## src/rtl/vga_pkg.sv

```systemverilog
// rtl/vga_pkg.sv - shared geometry constants, pattern enum and pixel type
package vga_pkg;
  localparam int H_PIXELS   = 250;
  localparam int V_PIXELS   = 125;
  localparam int COL_BITS   = 9;
  localparam int ROW_BITS   = 8;
  localparam int COLOR_BITS = 4;
  localparam int BOX_SIZE   = 16;
  localparam int BOX_X_MAX  = H_PIXELS - BOX_SIZE;
  localparam int BOX_Y_MAX  = V_PIXELS - BOX_SIZE;

  typedef enum logic [1:0] {PAT_BARS, PAT_CHECKER, PAT_BOX, PAT_GRADIENT} pattern_e;

  typedef struct packed {
    logic [COLOR_BITS-1:0] red;
    logic [COLOR_BITS-1:0] green;
    logic [COLOR_BITS-1:0] blue;
  } rgb_t;

  function automatic logic [COLOR_BITS-1:0] rep(input logic b);
    return {COLOR_BITS{b}};
  endfunction
endpackage

```

## src/rtl/vga_box_tracker.sv

```systemverilog
// rtl/vga_box_tracker.sv - bouncing-box position, one step per completed frame
module vga_box_tracker
  import vga_pkg::*;
(
  input  logic                i_clk,
  input  logic                i_rst,
  input  logic                i_frame_end,
  output logic [COL_BITS-1:0] o_box_x,
  output logic [ROW_BITS-1:0] o_box_y
);
  localparam logic [COL_BITS-1:0] X_MAX = COL_BITS'(BOX_X_MAX);
  localparam logic [ROW_BITS-1:0] Y_MAX = ROW_BITS'(BOX_Y_MAX);

  logic [COL_BITS-1:0] r_x;
  logic [ROW_BITS-1:0] r_y;
  logic                r_x_neg;
  logic                r_y_neg;

  // A limit hit reverses direction and steps back in the same update.
  always_ff @(posedge i_clk) begin
    if (!i_rst) begin
      r_x     <= '0;
      r_y     <= '0;
      r_x_neg <= 1'b0;
      r_y_neg <= 1'b0;
    end else if (i_frame_end) begin
      if (!r_x_neg) begin
        if (r_x == X_MAX) begin
          r_x     <= r_x - 1'b1;
          r_x_neg <= 1'b1;
        end else begin
          r_x <= r_x + 1'b1;
        end
      end else begin
        if (r_x == '0) begin
          r_x     <= COL_BITS'(1);
          r_x_neg <= 1'b0;
        end else begin
          r_x <= r_x - 1'b1;
        end
      end
      if (!r_y_neg) begin
        if (r_y == Y_MAX) begin
          r_y     <= r_y - 1'b1;
          r_y_neg <= 1'b1;
        end else begin
          r_y <= r_y + 1'b1;
        end
      end else begin
        if (r_y == '0) begin
          r_y     <= ROW_BITS'(1);
          r_y_neg <= 1'b0;
        end else begin
          r_y <= r_y - 1'b1;
        end
      end
    end
  end

  assign o_box_x = r_x;
  assign o_box_y = r_y;
endmodule

```

## src/rtl/vga_pattern_gen.sv

```systemverilog
// rtl/vga_pattern_gen.sv - two-stage test-pattern pixel pipeline behind the VGA timing generator
// Optional white frame border when VGA_PATTERN_BORDER_EN is defined.
module vga_pattern_gen
  import vga_pkg::*;
(
  input  logic                  i_clk,
  input  logic                  i_rst,
  input  logic                  i_disp_ena,
  input  logic [COL_BITS-1:0]   i_col,
  input  logic [ROW_BITS-1:0]   i_row,
  input  logic [1:0]            i_mode_req,
  output logic                  o_pix_valid,
  output logic [COLOR_BITS-1:0] o_red,
  output logic [COLOR_BITS-1:0] o_green,
  output logic [COLOR_BITS-1:0] o_blue,
  output logic [1:0]            o_mode_active,
  output logic [7:0]            o_frame_cnt
);
  localparam logic [COL_BITS-1:0] COL_LAST = COL_BITS'(H_PIXELS - 1);
  localparam logic [ROW_BITS-1:0] ROW_LAST = ROW_BITS'(V_PIXELS - 1);
  localparam logic [COL_BITS:0]   BOX_W    = (COL_BITS+1)'(BOX_SIZE);
  localparam logic [ROW_BITS:0]   BOX_H    = (ROW_BITS+1)'(BOX_SIZE);

  logic                  r_started;
  logic                  r_de_prev;
  pattern_e              r_mode;
  logic                  r_s1_valid;
  logic [COL_BITS-1:0]   r_s1_col;
  logic [ROW_BITS-1:0]   r_s1_row;
  logic                  r_s1_frame_end;
  logic [7:0]            r_frame_cnt;
  logic                  r_pix_valid;
  rgb_t                  r_rgb;

  logic                  w_frame_start;
  logic                  w_active;
  logic                  w_frame_end;
  logic [COL_BITS-1:0]   w_box_x;
  logic [ROW_BITS-1:0]   w_box_y;
  logic                  w_box_hit;
  rgb_t                  w_rgb;

  assign w_frame_start = i_disp_ena && (i_col == '0) && (i_row == '0) && !r_de_prev;
  // Nothing is drawn or counted until a frame start has been seen after reset.
  assign w_active      = r_started || w_frame_start;
  assign w_frame_end   = i_disp_ena && w_active && (i_col == COL_LAST) && (i_row == ROW_LAST);

  vga_box_tracker u_box (
    .i_clk       (i_clk),
    .i_rst       (i_rst),
    .i_frame_end (r_s1_frame_end),
    .o_box_x     (w_box_x),
    .o_box_y     (w_box_y)
  );

  assign w_box_hit = ({1'b0, r_s1_col} >= {1'b0, w_box_x}) &&
                     ({1'b0, r_s1_col} <  {1'b0, w_box_x} + BOX_W) &&
                     ({1'b0, r_s1_row} >= {1'b0, w_box_y}) &&
                     ({1'b0, r_s1_row} <  {1'b0, w_box_y} + BOX_H);

  always_comb begin
    w_rgb = '0;
    unique case (r_mode)
      PAT_BARS: begin
        w_rgb.red   = rep(r_s1_col[5]);
        w_rgb.green = rep(r_s1_col[6]);
        w_rgb.blue  = rep(r_s1_col[7]);
      end
      PAT_CHECKER: begin
        if (r_s1_col[3] ^ r_s1_row[3]) w_rgb = '1;
      end
      PAT_BOX: begin
        if (w_box_hit) w_rgb.red  = '1;
        else           w_rgb.blue = COLOR_BITS'(4);
      end
      PAT_GRADIENT: begin
        w_rgb.red   = r_s1_col[7:4];
        w_rgb.green = r_s1_row[6:3];
        w_rgb.blue  = r_frame_cnt[3:0];
      end
    endcase
`ifdef VGA_PATTERN_BORDER_EN
    if ((r_s1_col == '0) || (r_s1_col == COL_LAST) || (r_s1_row == '0) || (r_s1_row == ROW_LAST))
      w_rgb = '1;
`endif
  end

  always_ff @(posedge i_clk) begin
    if (!i_rst) begin
      r_started      <= 1'b0;
      r_de_prev      <= 1'b0;
      r_mode         <= PAT_BARS;
      r_s1_valid     <= 1'b0;
      r_s1_col       <= '0;
      r_s1_row       <= '0;
      r_s1_frame_end <= 1'b0;
      r_frame_cnt    <= '0;
      r_pix_valid    <= 1'b0;
      r_rgb          <= '0;
    end else begin
      r_de_prev <= i_disp_ena;
      if (w_frame_start) begin
        r_started <= 1'b1;
        r_mode    <= pattern_e'(i_mode_req);
      end
      r_s1_valid     <= i_disp_ena && w_active;
      r_s1_col       <= i_col;
      r_s1_row       <= i_row;
      r_s1_frame_end <= w_frame_end;
      if (r_s1_frame_end) r_frame_cnt <= r_frame_cnt + 8'd1;
      r_pix_valid <= r_s1_valid;
      r_rgb       <= r_s1_valid ? w_rgb : '0;
    end
  end

  assign o_pix_valid   = r_pix_valid;
  assign o_red         = r_rgb.red;
  assign o_green       = r_rgb.green;
  assign o_blue        = r_rgb.blue;
  assign o_mode_active = r_mode;
  assign o_frame_cnt   = r_frame_cnt;
endmodule

```

## config.mk

```make
export PLATFORM = sky130hd
export DESIGN_NAME = vga_pattern_gen
export DESIGN_NICKNAME = d
export VERILOG_FILES = /design/src/rtl/vga_pkg.sv /design/src/rtl/vga_box_tracker.sv /design/src/rtl/vga_pattern_gen.sv
export SDC_FILE = /design/constraint.sdc
export NUM_CORES = 1
export LEC_CHECK = 0
export CAP_MARGIN = 5
export CORE_MARGIN = 3
export CORE_UTILIZATION = 56
export CTS_CLUSTER_SIZE = 28
export DETAILED_ROUTE_END_ITERATION = 8
export GPL_ROUTABILITY_DRIVEN = 0
export GPL_TIMING_DRIVEN = 0
export PLACE_DENSITY = 0.78
export SLEW_MARGIN = 20
export SYNTH_ARGS = -nofsm -noshare
export SYNTH_HDL_FRONTEND = slang
export SYNTH_HIERARCHICAL = 1
export SYNTH_SLANG_ARGS = --single-unit
export TNS_END_PERCENT = 30
```

## constraint.sdc

```tcl
create_clock -name i_clk -period 3.5 [get_ports i_clk]
set_input_delay 0.525 -clock i_clk [delete_from_list [all_inputs] [get_ports i_clk]]
set_output_delay 0.525 -clock i_clk [all_outputs]
set_load 0.005 [all_outputs]
```

After elaboration in Yosys (flattened, before gate mapping) --
Index checks and enable logic that the tools add are counted.
Word-level totals: bits in registers 63, input port bits 22
Cells by class: add/subtract/negate cells 7, $lt $le $gt $ge 4, eq/ne operators 7, multiplexer cells 18, bitwise operators 1, reductions and logical operators 17
Operators by type and width (count):
- $pmux W4 S4 | 2
- $mux W9 | 3
- $mux W8 | 3
- $eq A9 B8 Y1 const B | 2
- $logic_not A9 Y1 | 2
- $add A8 B1 Y8 const B | 2
- $eq A8 B7 Y1 const B | 2
- $logic_not A8 Y1 | 2
- $mux W12 | 1
- $pmux W4 S3 | 1
- $add A9 B5 Y10 const B | 1
- $lt A9 B10 Y1 | 1
- $add A8 B5 Y9 const B | 1
- $add A9 B1 Y9 const B | 1
- $ge A9 B9 Y1 | 1
- $logic_and A1 B1 Y1 | 9
- $lt A8 B9 Y1 | 1
- $sub A9 B1 Y9 const B | 1
- $ge A8 B8 Y1 | 1
- $sub A8 B1 Y8 const B | 1
- $mux W1 | 6
- $eq A2 B2 Y1 const B | 2
- $mux W4 | 1
- $mux W3 | 1
- other kinds (6) | 6

Depth between registers and ports, before layout --
Gate-level depths: netlist (run 1).
depth in word-level cells 8, gate-level depth with buffers 9, gate-level depth less buffers 9

Modules after synthesis --
Netlist (run 1), hierarchy kept.
Modules (own cells, without submodules):
- vga_pattern_gen | times used 1, cells an instance 253, area an instance 2259.7 µm², sequential area each 880.8 µm²
- vga_box_tracker | times used 1, cells an instance 179, area an instance 1375.1 µm², sequential area each 380.4 µm²

Worst setup path after synthesis (run 1) --
OpenSTA, ideal clock, no wires.
path type register -> register, start register u_box.r_x[6] (netlist: u_box/o_box_x[6]), end register r_rgb (netlist bit o_blue[2]), data arrival time 2.388 ns, path slack 0.997 ns, stages on the path, launching flop included 10, period minus slack after synthesis 2.503 ns, path through dfxtp_1 nand3_1 xnor2_1 ha_1 a21o_1 a21oi_2 nand4_1 o311a_1 or4_4 and3_1
On the way: cells in the longest elaborated chain, start to end 7, elaborated cells between the ends (all ways) 8, those cells by class 1 x add/sub; 2 x order compare; 2 x mux; 3 x reduce/logical
Ends and longest elaborated chain:
- from (decl) | RTL line vga_box_tracker.sv:14 | logic [COL_BITS-1:0] r_x;
- from (signal assigned) | RTL line vga_box_tracker.sv:29 | r_x <= r_x - 1'b1;
- from (signal assigned) | RTL line vga_box_tracker.sv:32 | r_x <= r_x + 1'b1;
- from (signal assigned) | RTL line vga_box_tracker.sv:39 | r_x <= r_x - 1'b1;
- $add A9 B5 Y10 | RTL line vga_pattern_gen.sv:57 | ({1'b0, r_s1_col} < {1'b0, w_box_x} + BOX_W) &&
- $lt A9 B10 Y1 | RTL line vga_pattern_gen.sv:57
- $logic_and A1 B1 Y1 (*) | RTL line vga_pattern_gen.sv:56 | assign w_box_hit = ({1'b0, r_s1_col} >= {1'b0, w_box_x}) &&
- $logic_and A1 B1 Y1 (*) | RTL line vga_pattern_gen.sv:57
- $logic_and A1 B1 Y1 (*) | RTL line vga_pattern_gen.sv:58 | ({1'b0, r_s1_row} >= {1'b0, w_box_y}) &&
- $mux W3 (*) | RTL line vga_pattern_gen.sv:73 | if (w_box_hit) w_rgb.red = '1;
- $pmux W4 S4 (*) | RTL line vga_pattern_gen.sv:63 | unique case (r_mode)
- to (signal assigned) | RTL line vga_pattern_gen.sv:112 | r_rgb <= r_s1_valid ? w_rgb : '0;
- to (decl) | RTL line vga_pattern_gen.sv:33 | rgb_t r_rgb;
Mark *: on every way between the ends. The rest lies on a longest branch, timed or not. A chain may end at the register's enable or synchronous reset.

Worst setup path in the final report (run 1) --
start register u_box.r_x[4] (netlist: u_box/o_box_x[4]), end register r_rgb (netlist bit o_blue[2])
The elaborated chain is that of the path after synthesis.

==> impl_metrics.py, run 1 <==
metrics = {
    "timing": {
        "hold_slack_ns": 0.500,
        "clock_skew_ns": 0.00615,
        "finalCriticalPeriod_ns": 2.76,
        "max_freq_ghz": 0.362,
        "setup_ws_ns": 0.736,
        "rsz0062_at_grt": "no",
        "fin_crit_sh_pct": 79.0,
        "slew_headroom_pct": 60.7,
        "setup_viol": 0,
        "hold_viol": 0,
        "maxSlewViolCount": 0,
        "fin_tns_setup_ns": 0,
        "worstMarginPinSlew_ns": 0.590,
    },
    "route": {
        "drt_first_pass_iters": 5,
        "vias": 3359,
        "drtIter0Drc": 184,
        "wl_per_cell_um": 15.6,
        "vias_per_cell": 5.92,
        "drc": 0,
        "drt_wl_total_um": 8860,
        "route.antenna.remaining_nets": 0,
    },
    "power_and_ir_drop": {
        "vdd_ir_drop_max_mv": 0.310,
        "p_leak_nw": 1.66,
        "p_total_mw": 1.49,
        "power.density_nw_per_um2": 341,
    },
    "clock_network": {
        "path_clk_slew_ns": 0.08,
        "clockBufferDepth": 2,
        "cts_tree": "built",
        "clk_latency_ns": 0.34,
        "cts-root-buf": "clkbuf_8",
        "numCtsBuffers": 9,
        "holdBufCountCts": 0,
        "cts.repair.resized": 0,
        "cts_setup_buffers": 0,
        "h-tree-depth": 3,
        "cts_sinks": 63,
    },
    "cells_and_area": {
        "multi_input_area_um2": 2180,
        "fill_cells": 503,
        "final_area_um2": 4370,
        "ff_latch_area_um2": 1260,
        "n_antenna_cell": 0,
        "stdcell_count": 567,
        "final_nets": 545,
        "syn_to_final_growth_pct": 20.1,
        "post-route-util_pct": 71.6,
        "drive_above_1_share_pct": 6.10,
    },
    "floorplanning": {
        "die_w_um": 86.6,
        "rows": 28,
        "initial_core_util_pct": 59.6,
        "die_area_um2": 7490,
        "io_pins": 45,
        "die_y_um": 86.6,
        "core_um2": 6100,
    },
    "worst_setup_path": {
        "crit_fanout": 11,
        "worstSetupPathType": "register to register",
        "crit_required_ns": 3.74,
        "worstSetupStartpointType": "register",
        "r2r-end": "o_blue[2]",
        "regToRegSetupSlack_ns": 0.74,
        "worstSetupEndpointType": "register",
        "ff2ff_path_depth": 9,
        "cp.arrival_ns": 3.00,
        "r2r-start": "u_box/o_box_x[4]",
    },
    "min_path": {
        "holdPathStages": 2,
        "hp-start": "o_frame_cnt[7]",
        "whs_endpoint": "o_frame_cnt[7]",
        "min_path_type": "register to register",
    },
    "synthesis": {
        "synth_nets": 490,
        "synth_cell_type_count": 48,
        "synthFlopType": "dfxtp_1",
        "synthCells": 432,
        "async_reset_ff_share_pct": 0,
        "ys_seq_area_share_pct": 34.7,
        "syn_area_per_cell_um2": 8.41,
        "ys_seq_elements": 63,
        "ys_warn_count": 6,
        "synth_edf_count": 0,
        "netlist_area_um2": 3630,
    },
    "place": {
        "hpwl_um": 6560,
        "post_dp_cell_area_um2": 4170,
        "io_buffers": 44,
        "pre_cts_slack_ns": 0.746,
        "dp_cells": 551,
    },
    "run_status": {
        "status": "completed",
    },
    "run": {
        "drv_cap": 0,
    },
    "grt": {
        "grt_max_degree": 13,
        "grt_overflow": 0,
        "grt_pass1_vias": 3216,
        "grt_usage_pct": 25.6,
        "antenna_found_initial": 0,
        "grt_pass1_wl_um": 15200,
    },
}
-- cell type report --
class,instances,area share [%]
buffer,19,1.92
clock buffer,9,2.84
multi-input combinational,320,49.9
clock inverter,7,1.66
timing repair buffer,44,10.1
inverter,30,2.58
sequential,63,28.9
tap,75,2.15
-- worst max-delay path, cell delays in order (launching register included) --
cell and delay [ns]:
dfxtp_1 0.59, ha_1 0.26, nand3_1 0.10, xnor2_1 0.23, ha_1 0.30, a21oi_2 0.15, nand4_1 0.11, o311a_1 0.14
or4_4 0.58, and3_1 0.19
-- placed cells by master (no fill, tap or decap), types with 2 or more instances in the layout --
master	netlist	layout
inv_1	30	30
nor2b_1	7	7
clkbuf_8	0	9
a21o_1	3	3
a21boi_0	3	3
or3_1	3	3
o21a_1	2	2
clkbuf_1	12	12
o31ai_1	2	2
a31oi_1	10	10
clkinv_2	0	2
clkdlybuf4s50_1	0	44
xor2_1	5	5
nor4_4	2	2
and4b_1	4	4
a21oi_1	32	32
and4_1	3	3
buf_1	2	2
and2_1	24	24
a41o_1	2	2
xnor2_1	12	12
nor2_1	20	20
nand2b_1	3	3
a211oi_1	3	3
mux2i_1	7	7
dfxtp_1	63	63
a31o_2	2	2
o21ai_0	30	30
nor4_1	6	6
buf_2	4	4
or4_4	2	2
nand4_1	13	13
nor3_1	16	16
nand3_1	19	19
and3_1	4	4
nand2_1	31	31
ha_1	36	36
clkinvlp_4	0	2
o211ai_1	2	2
-- state kept, by name (all words and copies together), names as in the netlist --
name,cells
r_s1_valid,1
o_mode_active,2
u_box/o_box_y,8
r_started,1
o_frame_cnt,8
u_box/r_x_neg,1
r_s1_col,9
u_box/r_y_neg,1
r_s1_frame_end,1
r_s1_row,8
o_red,4
o_pix_valid,1
u_box/o_box_x,9
o_blue,4
o_green,4
r_de_prev,1
-- layer usage --
layer	up-vias	share of wire (%)	global-route usage, %
li1	1656	-	-
met1	1556	44	32.7
met2	119	47	40.8
met3	28	5.9	4.75
met4	0	3.1	13.7
met5	-	0	0
-- power breakdown --
part	internal (mW)	leakage, nW	switching, mW
Combinational	0.0584	1.05	0.0524
Clock	0.329	0.0956	0.308
Sequential	0.729	0.512	0.0130
-- worst max-delay path by stage --
stage	start	endpoint	slack, ns	cells past startpoint
finish	u_box/o_box_x[4]	o_blue[2]	0.74	9
global route	u_box/o_box_x[6]	o_blue[2]	0.58	9
CTS	u_box/o_box_x[4]	o_blue[2]	0.73	9
detailed placement	u_box/o_box_x[6]	o_blue[2]	0.75	9
global placement	u_box/o_box_x[6]	o_blue[2]	0.78	9
floorplan	u_box/o_box_x[6]	o_blue[2]	1.0	9
-- cells by family (layout without fill, tap and decap cells) --
| family | count (synthesis) | in the layout | share of synthesized area, % |
|---|---|---|---|
| flip-flops | 63 | 63 | 34.7 |
| AND/OR/NAND/NOR | 162 | 162 | 25.3 |
| XOR/XNOR | 17 | 17 | 4.10 |
| AO/OA/AOI/OAI | 98 | 98 | 16.1 |
| buffers and inverters | 49 | 109 | 5.40 |
| multiplexers | 7 | 7 | 1.93 |
| adder cells (fa/ha/maj) | 36 | 36 | 12.4 |
-- cells in the mapped netlist, types with 5 or more instances --
library cell,number,area share [%]
and2_1,24,4.1
nand4_1,13,2.2
a31oi_1,10,1.7
nand2_1,31,3.2
inv_1,30,3.1
mux2i_1,7,1.9
ha_1,36,12
nor3_1,16,2.2
nor2_1,20,2.1
nor2b_1,7,1.2
xor2_1,5,1.2
a21oi_1,32,4.4
clkbuf_1,12,1.2
nand3_1,19,2.6
xnor2_1,12,2.9
nor4_1,6,1.0
dfxtp_1,63,35
o21ai_0,30,4.1
(Power assumes the default switching activity.)
==> run 2: changes to the inputs <==
==> constraint.sdc (replaced) <==
create_clock -name i_clk -period 2.8 [get_ports i_clk]
set_input_delay 0.42 -clock i_clk [delete_from_list [all_inputs] [get_ports i_clk]]
set_output_delay 0.42 -clock i_clk [all_outputs]
set_load 0.005 [all_outputs]
==> run 2 against run 1 <==
  * Setup slack worse by 0.57 ns
  * Critical path type unchanged
  * Via count unchanged
  * Fmax increased by 5.1%
  * Non-clock buffer count unchanged
  * Largest power group unchanged
  * Clock-buffer cell count did not move
  * Power grew 25%
  * Global-route usage stayed put
  * Flip-flop and latch count unchanged
  * Worst hold slack hardly changed
  * Utilization grew 0.062 points
  * Routed wire length is 0.28% lower
  * Highest routed layer unchanged
  * Critical endpoint unchanged
  * Clock power is 25% higher
==> impl_metrics.py, run 2 (synthesized netlist as in run 1, its figures left out) <==
metrics = {
    "grt": {
        "grt_overflow": 0,
        "grt_usage_pct": 25.6,
        "grt_pass1_wl_um": 15200,
        "grt_max_degree": 13,
        "grt_pass1_vias": 3216,
        "antenna_found_initial": 0,
    },
    "clock_network": {
        "numCtsBuffers": 9,
        "holdBufCountCts": 0,
        "h-tree-depth": 3,
        "path_clk_slew_ns": 0.08,
        "cts_setup_buffers": 0,
        "cts_tree": "built",
        "cts.repair.resized": 0,
        "cts_sinks": 63,
        "clk_latency_ns": 0.34,
        "cts-root-buf": "clkbuf_8",
        "clockBufferDepth": 2,
    },
    "cells_and_area": {
        "drive_above_1_share_pct": 6.71,
        "syn_to_final_growth_pct": 20.2,
        "layout_commonest_cell": "dfxtp_1",
        "ff_latch_area_um2": 1260,
        "multi_input_area_um2": 2180,
        "stdcell_count": 567,
        "final_nets": 545,
        "final_area_um2": 4370,
        "n_antenna_cell": 0,
        "fill_cells": 502,
        "final_cell_mix": "dfxtp_1, clkdlybuf4s50_1, ha_1",
    },
    "route": {
        "route.antenna.remaining_nets": 0,
        "vias_per_cell": 5.92,
        "drtIter0Drc": 185,
        "wl_per_cell_um": 15.6,
        "drc": 0,
        "drt_first_pass_iters": 5,
        "drt_wl_total_um": 8840,
        "vias": 3359,
    },
    "worst_setup_path": {
        "cp.depth": 9,
        "r2r-start": "u_box/o_box_x[7]",
        "worstSetupPathType": "register to register",
        "worstSetupEndpointType": "register",
        "crit_required_ns": 3.04,
        "regToRegSetupSlack_ns": 0.17,
        "r2r-end": "o_blue[2]",
        "worstPathCellList": "inv_1 > xnor2_1 > ha_1 > a21o_1 > a21oi_2 > nand4_1 > o311a_1 > or4_4 > and3_1",
        "worstSetupStartpointType": "register",
        "ff2ff_path_depth": 9,
        "crit_family": "simple AND/OR/NAND/NOR gates",
        "cp-startpoint": "u_box/o_box_x[7]",
        "crit_slowest_cell": "or4_4",
        "slowest_delay_ns": 0.58,
        "crit_buf_inv": 1,
        "crit_end": "o_blue[2]",
        "cp.arrival_ns": 2.87,
        "crit_fanout": 9,
    },
    "place": {
        "dp_cells": 551,
        "io_buffers": 44,
        "post_dp_cell_area_um2": 4170,
        "hpwl_um": 6560,
    },
    "run_status": {
        "status": "completed",
    },
    "timing": {
        "hold_viol": 0,
        "maxSlewViolCount": 0,
        "setup_viol": 0,
        "fin_tns_setup_ns": 0,
        "fin_crit_sh_pct": 93.9,
        "slew_headroom_pct": 61.3,
        "finalCriticalPeriod_ns": 2.63,
        "rsz0062_at_grt": "no",
        "max_freq_ghz": 0.380,
        "hold_slack_ns": 0.499,
        "worstMarginPinSlew_ns": 0.581,
        "clock_skew_ns": 0.00563,
    },
    "power_and_ir_drop": {
        "power.density_nw_per_um2": 426,
        "p_leak_nw": 1.66,
        "p_total_mw": 1.86,
        "vdd_ir_drop_max_mv": 0.387,
    },
    "run": {
        "drv_cap": 0,
    },
    "min_path": {
        "hp-start": "o_frame_cnt[7]",
        "min_path_type": "register to register",
    },
    "floorplanning": {
        "io_pins": 45,
        "die_y_um": 86.6,
        "die_area_um2": 7490,
        "rows": 28,
        "die_w_um": 86.6,
        "initial_core_util_pct": 59.6,
        "core_um2": 6100,
    },
}
## run 2: cell counts in the layout (fill, tap and decap cells not counted)
No cell type changed its count.
## run 2: worst min path at each step
stage | to | slack (ns) | cells past startpoint
after floorplan | u_box/o_box_x[8] | 0.46 | 2
after global placement | o_frame_cnt[7] | 0.48 | 2
after detailed placement | o_frame_cnt[7] | 0.49 | 2
after CTS | o_frame_cnt[7] | 0.51 | 2
after global routing | o_frame_cnt[7] | 0.55 | 2
final | o_frame_cnt[7] | 0.50 | 2
## run 2: cell type report
cell class	instances	area share, %
Multi-Input combinational cell	320	49.8
Sequential cell	63	29.0
Timing Repair Buffer	44	10.1
Clock buffer	9	2.84
Inverter	30	2.58
Tap cell	75	2.15
Buffer	19	1.92
Clock inverter	7	1.66
## run 2: per-stage QoR
stage          setup slack, ns  utilization, %
6_report                 0.171            71.7
5_1_grt                 0.0210            71.7
4_1_cts                 0.0312            71.6
3_5_place_dp            0.0457            68.4
3_3_place_gp            0.0819            68.4
2_1_floorplan            0.297               -
## run 2: worst min-delay path: stages (launching register included)
cell and delay, ns:
dfxtp_1 0.32, o21ai_0 0.06, a21boi_0 0.07
## run 2: power breakdown
part / internal, mW / switching (mW)
Combinational: 0.0730 / 0.0655
Sequential: 0.911 / 0.0162
Clock: 0.412 / 0.386
## run 2: routing by layer
metal | up-vias | global-route usage (%) | routed length, µm
met3 | 28 | 4.75 | 515
li1 | 1660 | - | -
met1 | 1551 | 32.7 | 3920
met5 | - | 0 | 0
met4 | 0 | 13.7 | 272
met2 | 120 | 40.8 | 4130
==> run 3: changes to the inputs <==
--- a/config.mk
+++ b/config.mk
@@ -6,6 +6,7 @@
 export NUM_CORES = 1
 export LEC_CHECK = 0
 export CAP_MARGIN = 5
+export CORE_ASPECT_RATIO = 0.7
 export CORE_MARGIN = 3
 export CORE_UTILIZATION = 56
 export CTS_CLUSTER_SIZE = 28
==> run 3 against run 2 <==
  * Clock-buffer cell count rose by 1
  * Power rose by 0.46%
  * Routed wire length rose by 8.7%
  * Flip-flop and latch count did not move
  * Clock power barely moved
  * Non-clock buffer count did not move
  * Critical endpoint unchanged
==> impl_metrics.py, run 3 (synthesized netlist as in run 1, its figures left out) <==
metrics = {
    "cells_and_area": {
        "n_antenna_cell": 0,
        "layout_commonest_cell": "dfxtp_1",
        "syn_to_final_growth_pct": 20.4,
        "drive_above_1_share_pct": 7.11,
        "final_cell_mix": "dfxtp_1, clkdlybuf4s50_1, ha_1",
        "stdcell_count": 567,
        "final_nets": 545,
    },
    "grt": {
        "grt_overflow": 0,
        "grt_max_degree": 13,
        "grt_pass1_vias": 3268,
        "antenna_found_initial": 0,
        "grt_usage_pct": 27.3,
        "grt_pass1_wl_um": 16000,
    },
    "clock_network": {
        "cts_tree": "built",
        "path_clk_slew_ns": 0.07,
        "holdBufCountCts": 0,
        "numCtsBuffers": 9,
        "h-tree-depth": 3,
        "clk_latency_ns": 0.35,
        "cts_sinks": 63,
        "clockBufferDepth": 2,
        "cts-root-buf": "clkbuf_8",
    },
    "worst_setup_path": {
        "slowest_delay_ns": 0.57,
        "worstSetupStartpointType": "register",
        "worstSetupPathType": "register to register",
        "regToRegSetupSlack_ns": 0.12,
        "worstSetupEndpointType": "register",
        "cp.arrival_ns": 2.92,
        "crit_family": "simple AND/OR/NAND/NOR gates",
        "crit_buf_inv": 0,
        "crit_slowest_cell": "dfxtp_1",
        "worstPathCellList": "nand3_1 > xnor2_1 > ha_1 > a21o_1 > a211oi_1 > o21ai_0 > or4_4 > and3_1",
        "crit_required_ns": 3.04,
        "crit_fanout": 11,
    },
    "timing": {
        "setup_viol": 0,
        "slew_headroom_pct": 61.3,
        "hold_slack_ns": 0.499,
        "fin_crit_sh_pct": 95.8,
        "max_freq_ghz": 0.373,
        "finalCriticalPeriod_ns": 2.68,
        "fin_tns_setup_ns": 0,
        "worstMarginPinSlew_ns": 0.581,
        "rsz0062_at_grt": "no",
        "hold_viol": 0,
        "maxSlewViolCount": 0,
        "clock_skew_ns": 0.00516,
    },
    "route": {
        "drtIter0Drc": 248,
        "drt_first_pass_iters": 6,
        "drc": 0,
        "vias_per_cell": 6.08,
        "drt_wl_total_um": 9610,
        "wl_per_cell_um": 17.0,
        "vias": 3447,
        "route.antenna.remaining_nets": 0,
    },
    "floorplanning": {
        "initial_core_util_pct": 60.7,
        "core_um2": 5990,
        "rows": 23,
        "die_area_um2": 7510,
        "die_y_um": 73.4,
        "io_pins": 45,
        "die_w_um": 102,
    },
    "place": {
        "io_buffers": 44,
        "dp_cells": 551,
        "hpwl_um": 6990,
    },
    "power_and_ir_drop": {
        "power_frac_clock_pct": 42.7,
        "vdd_ir_drop_max_mv": 0.381,
        "power.density_nw_per_um2": 428,
        "pwr-share-seq_pct": 49.5,
        "cell_internal_pwr_mw": 1.40,
        "p_leak_nw": 1.66,
        "p_comb_share_pct": 7.8,
        "switchingPower_mw": 0.472,
        "swShare_pct": 25.2,
    },
    "run_status": {
        "status": "completed",
    },
    "min_path": {
        "min_path_type": "register to register",
    },
    "run": {
        "drv_cap": 0,
    },
}
## run 3: layer usage
layer,wire (µm),vias up,global-route usage [%]
met5,0,-,0
met2,4320,155,42.2
met4,90,0,7.13
met3,763,11,5.60
li1,-,1663,-
met1,4440,1618,38.9
## run 3: power groups by stage
stage	clock, mW	sequential, mW	combinational (mW)
3_3_place_gp	0	0.947	0.133
2_1_floorplan	0	0.941	0.0804
3_5_place_dp	0	0.947	0.141
6_report	0.799	0.927	0.146
5_1_grt	0.847	0.929	0.161
4_1_cts	0.809	0.926	0.144
## run 3: final timing paths
kind | start | to | cells after the start
worst max-delay path | u_box/o_box_y[6] | o_blue[2] | 8
worst min-delay path | o_frame_cnt[7] | o_frame_cnt[7] | 2
worst max register to register | u_box/o_box_y[6] | o_blue[2] | 8
worst min register to register | o_frame_cnt[7] | o_frame_cnt[7] | 2
## run 3: repair_timing
| action | 4_1_cts | 5_1_grt |
|---|---|---|
| pin swaps | 0 | 0 |
| resized for setup | 1 | 5 |
| buffers inserted | 0 | 0 |
| endpoints found under the setup margin | 1 | 5 |
## run 3: worst register-to-register path: stages, from the launching register on
cell and delay (ns):
dfxtp_1 0.57, nand3_1 0.17, xnor2_1 0.20, ha_1 0.28
a21o_1 0.19, a211oi_1 0.26, o21ai_0 0.15, or4_4 0.57
and3_1 0.20
## run 3: final cells by class
type                       count  area [µm²]
clock buffer                  10         128
inverter                      30         113
fill                         452        1610
buffer                        19        83.8
tap                           75        93.8
multi-input combinational    320        2180
clock inverter                 6        71.3
timing repair buffer          44         440
sequential                    63        1270
## run 3: per-stage QoR
stage	worst slack, ns	area [µm²]	utilization, %	total power, mW
floorplan	0.297	3630	-	1.02
global placement	0.0838	4170	69.6	1.08
detailed placement	0.0189	4170	69.6	1.09
CTS	0.0599	4370	73.0	1.88
global route	0.0116	4380	73.1	1.94
finish	0.117	4380	73.1	1.87
